<file path="src/rtl/mdu_pkg.sv">
// Shared types and op-decode helpers for the iterative multiply/divide unit.
package mdu_pkg;

  typedef enum logic [2:0] {
    OP_MUL    = 3'd0,
    OP_MULH   = 3'd1,
    OP_MULHSU = 3'd2,
    OP_MULHU  = 3'd3,
    OP_DIV    = 3'd4,
    OP_DIVU   = 3'd5,
    OP_REM    = 3'd6,
    OP_REMU   = 3'd7
  } mdu_op_t;

  typedef enum logic [1:0] {
    IDLE = 2'd0,
    BUSY = 2'd1,
    DONE = 2'd2
  } state_t;

  function automatic logic is_div(input mdu_op_t op);
    return op[2];
  endfunction

  function automatic logic is_rem(input mdu_op_t op);
    return op[2] & op[1];
  endfunction

  function automatic logic is_signed_a(input mdu_op_t op);
    return (op == OP_MULH) || (op == OP_MULHSU) || (op == OP_DIV) || (op == OP_REM);
  endfunction

  function automatic logic is_signed_b(input mdu_op_t op);
    return (op == OP_MULH) || (op == OP_DIV) || (op == OP_REM);
  endfunction

  function automatic logic is_high(input mdu_op_t op);
    return (op == OP_MULH) || (op == OP_MULHSU) || (op == OP_MULHU);
  endfunction

endpackage

</file>
<file path="src/rtl/mdu_if.sv">
// Request/response bundle between the EX stage (master) and the multiply/divide unit (slave).
interface mdu_if #(
  parameter int XLEN = 32
);
  import mdu_pkg::*;

  logic            in_valid;
  logic            in_ready;
  mdu_op_t         op;
  logic [XLEN-1:0] a;
  logic [XLEN-1:0] b;
  logic            kill;
  logic            out_valid;
  logic            out_ready;
  logic [XLEN-1:0] y;
  logic            zero;

  modport master (
    output in_valid, op, a, b, kill, out_ready,
    input  in_ready, out_valid, y, zero
  );

  modport slave (
    input  in_valid, op, a, b, kill, out_ready,
    output in_ready, out_valid, y, zero
  );

endinterface

</file>
<file path="src/rtl/mdu_iterative.sv">
// Radix-2 iterative RV32M multiply/divide unit: shift-add multiply and restoring divide
// sharing one 2*XLEN+1 accumulator, one iteration per clock.
module mdu_iterative
  import mdu_pkg::*;
#(
  parameter  int XLEN  = 32,
  localparam int CNT_W = $clog2(XLEN + 1)
) (
  input  logic  clk,
  input  logic  rst_n,
  mdu_if.slave  bus
);

  localparam int AW = 2 * XLEN + 1;
  localparam logic [XLEN-1:0]  MIN_INT  = {1'b1, {(XLEN-1){1'b0}}};
  localparam logic [CNT_W-1:0] CNT_LOAD = CNT_W'(XLEN);

  state_t            state_q, state_d;
  logic [CNT_W-1:0]  cnt_q;
  logic [AW-1:0]     acc_q, acc_step;
  logic [XLEN-1:0]   opnd_q;
  mdu_op_t           op_q;
  logic              neg_q, neg_rem_q;
  logic [XLEN-1:0]   y_q;
  logic              zero_q;

  logic              accept, last;
  logic              a_neg, b_neg, b_zero, ovf, special;
  logic [XLEN-1:0]   a_mag, b_mag, y_spec, y_fin;
  logic [XLEN:0]     sum;
  logic [XLEN+1:0]   diff;
  logic [2*XLEN-1:0] prod;

  // ---------------- request decode ----------------
  assign a_neg   = is_signed_a(bus.op) & bus.a[XLEN-1];
  assign b_neg   = is_signed_b(bus.op) & bus.b[XLEN-1];
  assign a_mag   = a_neg ? -bus.a : bus.a;
  assign b_mag   = b_neg ? -bus.b : bus.b;
  assign b_zero  = (bus.b == '0);
  assign ovf     = is_signed_a(bus.op) & (bus.a == MIN_INT) & (bus.b == '1);
  assign special = is_div(bus.op) & (b_zero | ovf);

  // Special divides finish without iterating: exact RISC-V results.
  always_comb begin
    // NOTE: every always_comb output gets a default first so no latch is inferred.
    y_spec = '0;
    if (b_zero) y_spec = is_rem(bus.op) ? bus.a : '1;
    else        y_spec = is_rem(bus.op) ? '0    : MIN_INT;
  end

  // ---------------- FSM ----------------
  always_comb begin
    state_d = state_q;
    accept  = 1'b0;
    last    = 1'b0;
    unique case (state_q)
      IDLE: begin
        if (bus.in_valid && !bus.kill) begin
          accept  = 1'b1;
          state_d = special ? DONE : BUSY;
        end
      end
      BUSY: begin
        last = (cnt_q == CNT_W'(1));
        if (bus.kill)  state_d = IDLE;
        else if (last) state_d = DONE;
      end
      DONE: begin
        if (bus.kill || bus.out_ready) state_d = IDLE;
      end
      default: state_d = IDLE;
    endcase
  end

  // ---------------- one iteration ----------------
  // Multiply: acc = {product_hi, multiplier}; add multiplicand on the LSB, shift right.
  // Divide:   acc = {remainder, quotient};   shift left, trial-subtract the divisor.
  always_comb begin
    sum      = acc_q[AW-1:XLEN] + (acc_q[0] ? {1'b0, opnd_q} : '0);
    diff     = {1'b0, acc_q[AW-2:XLEN-1]} - {2'b00, opnd_q};
    acc_step = {1'b0, sum, acc_q[XLEN-1:1]};
    if (is_div(op_q)) begin
      if (!diff[XLEN+1]) acc_step = {diff[XLEN:0], acc_q[XLEN-2:0], 1'b1};
      else               acc_step = {acc_q[AW-2:0], 1'b0};
    end
  end

  // Result of the final iteration, sign-corrected, registered on the BUSY -> DONE edge.
  always_comb begin
    prod  = acc_step[2*XLEN-1:0];
    y_fin = '0;
    if (is_div(op_q)) begin
      if (is_rem(op_q)) y_fin = neg_rem_q ? -acc_step[2*XLEN-1:XLEN] : acc_step[2*XLEN-1:XLEN];
      else              y_fin = neg_q     ? -acc_step[XLEN-1:0]      : acc_step[XLEN-1:0];
    end else begin
      if (neg_q) prod = -acc_step[2*XLEN-1:0];
      y_fin = is_high(op_q) ? prod[2*XLEN-1:XLEN] : prod[XLEN-1:0];
    end
  end

  // ---------------- control state ----------------
  always_ff @(posedge clk) begin
    if (!rst_n) begin
      state_q <= IDLE;
      cnt_q   <= '0;
      y_q     <= '0;
      zero_q  <= 1'b1;
    end else begin
      state_q <= state_d;
      if (accept) begin
        if (special) begin
          cnt_q  <= '0;
          y_q    <= y_spec;
          zero_q <= (y_spec == '0);
        end else begin
          cnt_q  <= CNT_LOAD;
        end
      end else if (state_q == BUSY) begin
        if (bus.kill) begin
          cnt_q <= '0;
        end else begin
          cnt_q <= cnt_q - CNT_W'(1);
          if (last) begin
            y_q    <= y_fin;
            zero_q <= (y_fin == '0);
          end
        end
      end
    end
  end

  // NOTE: datapath registers carry no reset; they are always loaded on accept before use.
  always_ff @(posedge clk) begin
    if (accept) begin
      acc_q     <= {{(XLEN+1){1'b0}}, (is_div(bus.op) ? a_mag : b_mag)};
      opnd_q    <= is_div(bus.op) ? b_mag : a_mag;
      op_q      <= bus.op;
      neg_q     <= a_neg ^ b_neg;
      neg_rem_q <= a_neg;
    end else if (state_q == BUSY) begin
      acc_q <= acc_step;
    end
  end

  assign bus.in_ready  = (state_q == IDLE);
  assign bus.out_valid = (state_q == DONE);
  assign bus.y         = y_q;
  assign bus.zero      = zero_q;

endmodule

</file>
<file path="src/flat_wrapper.sv">
// flat-port wrapper written by rule: the top's interface ports become plain ports
module mdu_iterative_flat import mdu_pkg::*;
#(
  parameter  int XLEN  = 32,
  localparam int CNT_W = $clog2(XLEN + 1)
)
  (clk, rst_n, bus_in_valid, bus_op, bus_a, bus_b, bus_kill, bus_out_ready, bus_in_ready, bus_out_valid, bus_y, bus_zero);
  mdu_if #(.XLEN(XLEN)) bus_i ();
  input  logic clk;
  input  logic rst_n;
  input wire logic [$bits(bus_i.in_valid)-1:0] bus_in_valid;
  input wire logic [$bits(bus_i.op)-1:0] bus_op;
  input wire logic [$bits(bus_i.a)-1:0] bus_a;
  input wire logic [$bits(bus_i.b)-1:0] bus_b;
  input wire logic [$bits(bus_i.kill)-1:0] bus_kill;
  input wire logic [$bits(bus_i.out_ready)-1:0] bus_out_ready;
  output wire logic [$bits(bus_i.in_ready)-1:0] bus_in_ready;
  output wire logic [$bits(bus_i.out_valid)-1:0] bus_out_valid;
  output wire logic [$bits(bus_i.y)-1:0] bus_y;
  output wire logic [$bits(bus_i.zero)-1:0] bus_zero;
  assign bus_i.in_valid = bus_in_valid;
  assign bus_i.op = bus_op;
  assign bus_i.a = bus_a;
  assign bus_i.b = bus_b;
  assign bus_i.kill = bus_kill;
  assign bus_i.out_ready = bus_out_ready;
  assign bus_in_ready = bus_i.in_ready;
  assign bus_out_valid = bus_i.out_valid;
  assign bus_y = bus_i.y;
  assign bus_zero = bus_i.zero;
  mdu_iterative #(.XLEN(XLEN)) u_core (.clk(clk), .rst_n(rst_n), .bus(bus_i));
endmodule
</file>
<file path="config.mk">
export PLATFORM = sky130hd
export DESIGN_NAME = mdu_iterative_flat
export DESIGN_NICKNAME = d
export VERILOG_FILES = /design/src/rtl/mdu_pkg.sv /design/src/rtl/mdu_if.sv /design/src/rtl/mdu_iterative.sv /design/src/flat_wrapper.sv
export SDC_FILE = /design/constraint.sdc
export NUM_CORES = 1
export LEC_CHECK = 0
export ABC_AREA = 0
export ABC_CLOCK_PERIOD_IN_PS = 15860
export BUFFER_PORTS_ARGS = -buffer_cell sky130_fd_sc_hd__buf_2
export CORE_UTILIZATION = 60
export DETAILED_ROUTE_END_ITERATION = 8
export PLACE_DENSITY = 0.8
export SLEW_MARGIN = 10
export SYNTH_ARGS = -nofsm -noshare
export SYNTH_HDL_FRONTEND = slang
export SYNTH_SLANG_ARGS = --single-unit
</file>
<file path="constraint.sdc">
create_clock -name clk -period 15.86 [get_ports clk]
set_input_delay 3.172 -clock clk [delete_from_list [all_inputs] [get_ports clk]]
set_output_delay 3.172 -clock clk [all_outputs]
set_load 0.02 [all_outputs]
</file>
==> results.py <==
metrics = {
    "die": {
        "die_x_um": 166,
        "die_h_um": 166,
        "start_util_pct": 61.6,
        "io-pin-count": 107,
        "placement_rows": 59,
        "die_area_sq_mm": 0.0276,
        "design.core.area_sq_mm": 0.0262,
    },
    "cts": {
        "cts_buffer_depth": 2,
        "cts_hold_buf": 0,
        "cts_resized": 0,
        "numCtsBuffers": 17,
        "cts_setup_buffers": 0,
        "cts.sink_count": 143,
        "clock_latency_ps": 450,
        "cts_tree": "built",
        "clkTransAtPathRegs_ps": 70,
        "root_buffer": "clkbuf_16",
        "cts_max_level": 4,
    },
    "job": {
        "cap_violations": 0,
    },
    "synthesis": {
        "netlist_instances": 2131,
        "synth-main-ff-cell": "dfxtp_1",
        "yosys_register_bits": 143,
        "synth.area.top_cells": "edfxtp_1 (13%), dfxtp_1 (9.2%), mux2i_1 (6.3%)",
        "synth.distinct_cells": 94,
        "yosysWarningCount": 0,
        "avgSynthCellArea_sq_um": 7.58,
        "synth_top_area_cell": "edfxtp_1",
        "async_flop_share_pct": 0,
        "syn_nets": 2276,
        "ys_seq_area_share_pct": 22.0,
        "synth_edf_count": 69,
        "yosys.area.top_type_share_pct": 12.8,
        "synth_area_sq_mm": 0.0162,
    },
    "power_and_ir_drop": {
        "swShare_pct": 46.6,
        "switching_power_uw": 817,
        "p_per_area_mw_per_mm2": 100,
        "combPwrFrac_pct": 49.5,
        "p_int_uw": 934,
        "clockPowerShare_pct": 23.7,
        "p_seq_share_pct": 26.8,
        "ir_drop_v": 0.0000673,
        "power_leakage_uw": 0.00688,
    },
    "outcome": {
        "status": "complete, no violations",
    },
    "route": {
        "wl_met1_mm": 24.1,
        "wl_met2_mm": 28.6,
        "vias_per_cell": 7.24,
        "dr_wl_met3_mm": 8.00,
        "firstDrtPassIters": 8,
        "drc": 0,
        "vias": 18200,
        "highest_layer": "met4",
        "drt-initial-drc-count": 2630,
        "drt_wl_total_mm": 65.6,
        "post_drt_wl_per_cell_um": 26.1,
        "drtAntennaViolNets": 0,
    },
    "sta": {
        "max_slew_margin_pct": 18.1,
        "min_period_over_period_pct": 46.4,
        "hold_ws_ps": 505,
        "final_max_slew_viol_count": 0,
        "fin_crit_ps": 7350,
        "setup_viol": 0,
        "max_freq_mhz": 136,
        "hold_viol_final": 0,
        "worst_pin_slew_ps": 1230,
        "tns_ps": 0,
        "finClkSkew_ps": 21.9,
        "rsz0062_at_grt": "false",
    },
    "worst_setup_path": {
        "endpoint_kind": "flop",
        "worst_ep_required_time_ps": 16190,
        "start_kind": "flop",
        "crit_type": "flop to flop",
        "cp.arrival_ps": 7680,
        "r2r-start": "u_core.opnd_q[6]",
        "path_max_fanout": 8,
        "crit_path_start": "u_core.opnd_q[6]",
    },
    "cells_and_area": {
        "layout_commonest_cell": "nand2_1",
        "layout_common_cells": "nand2_1 (194), nor2_1 (182), a21oi_1 (175)",
        "drive_above_1_share_pct": 10.1,
        "syn2layout_area_growth_pct": 8.25,
        "layoutNonFillerInstCount": 2516,
        "n_fill_cell": 2312,
        "final_nets": 2311,
    },
    "grt": {
        "first_global_vias": 16900,
        "grt_start_max_net_pins": 86,
        "grt_overflow": 0,
        "antenna_found_initial": 0,
        "grt_pass1_wl_mm": 98.5,
        "grtUsageTotal_pct": 46.4,
    },
    "placed_design": {
        "portBuffers": 106,
        "dp_hpwl_mm": 50.0,
        "place_congestion": 1.05,
        "dp.cells": 2482,
    },
    "hold_path": {
        "hp-class": "flop to flop",
        "worstHoldStart": "u_core.acc_q[64]",
    },
}
-- synthesized netlist by cell type (all sizes together), types with 13 or more instances --
master  count
a21oi     176
o31ai      32
nand4      43
or2        13
nand2     194
mux2i     101
a211oi     34
a21o       21
ha         71
xor2       80
clkbuf     95
and3       24
edfxtp     69
nand2b     22
nor3       51
dfxtp      74
nor4       31
o22ai      24
nor2      183
inv        77
a31oi      31
nand3      50
o41ai      13
buf        31
o21ai     144
or3        23
a311oi     27
o21a       18
xnor2      73
o211ai     54
or4        13
and2       51
-- final timing paths --
| check | slack [ps] | cells past startpoint | endpoint |
|---|---|---|---|
| setup / recovery | 8510 | 22 | u_core.bus.y[30] |
| hold / removal | 500 | 1 | u_core.acc_q[64] |
| setup reg to reg | 8510 | 22 | u_core.bus.y[30] |
| hold reg to reg | 500 | 1 | u_core.acc_q[64] |
-- critical path, cell delays in order (launching register included) --
cell	delay (ps)
edfxtp_1	450
inv_1	70
ha_1	400
a211o_1	350
a21oi_1	360
nand2_1	90
o21ai_1	390
a21oi_2	210
o21ai_1	210
and2_1	220
ha_1	190
and2_1	180
nand4_1	300
nor3_1	870
and2_1	410
nand4_1	210
nor3_1	600
nand3_1	280
o21ai_0	220
a31oi_1	90
a2111oi_0	730
nor2_1	90
o221a_1	290
-- flip-flops by register name (all words and copies together) (netlist names) --
name / count
u_core.neg_q: 1
u_core.bus.zero: 1
u_core.opnd_q: 32
u_core.neg_rem_q: 1
u_core.cnt_q: 6
u_core.acc_q: 65
u_core.bus.y: 32
u_core.state_q: 2
u_core.op_q: 3
-- through the flow --
step                setup WS [ps]  instance area (sq um)  power, uW  util, %
CTS                          8640                  17500       1700     66.7
global route                 8240                  17500       1810     66.7
global placement             8350                  16900       1280     64.5
finish                       8510                  17500       1750     66.7
detailed placement           8180                  16900       1300     64.5
floorplan                    9020                  16200       1040        -
-- final cells by class --
| cell class | count | area, sq um | area share, % |
|---|---|---|---|
| Clock buffer | 19 | 454 | 2.60 |
| Sequential cell | 143 | 3550 | 20.3 |
| Inverter | 80 | 300 | 1.72 |
| Antenna cell | 2 | 5.00 | 0.0286 |
| Multi-Input combinational cell | 1782 | 11800 | 67.7 |
| Timing Repair Buffer | 142 | 803 | 4.59 |
| Tap cell | 335 | 419 | 2.40 |
| Clock inverter | 13 | 121 | 0.694 |
-- power by group through the flow --
stage	combinational [uW]	sequential [uW]	clock (uW)
3_5_place_dp	823	474	0
6_report	867	470	414
3_3_place_gp	811	472	0
4_1_cts	830	466	409
2_1_floorplan	581	457	0
5_1_grt	920	471	422
-- metal layers --
layer  GRT usage [%]  up-vias
met5               0        -
met2            72.8     1301
met1            56.8     8504
met4            32.1        0
met3            10.5      297
li1                -     8123
-- logic make-up after synthesis --
| family | share of synthesized area (%) |
|---|---|
| simple gates | 23.4 |
| compound gates | 28.9 |
| buf+inv | 4.95 |
| xor+xnor | 8.30 |
| flops | 22.0 |
| mux | 6.68 |
| fa+ha+maj | 5.75 |
No activity file was read; power rests on OpenSTA's default activity.
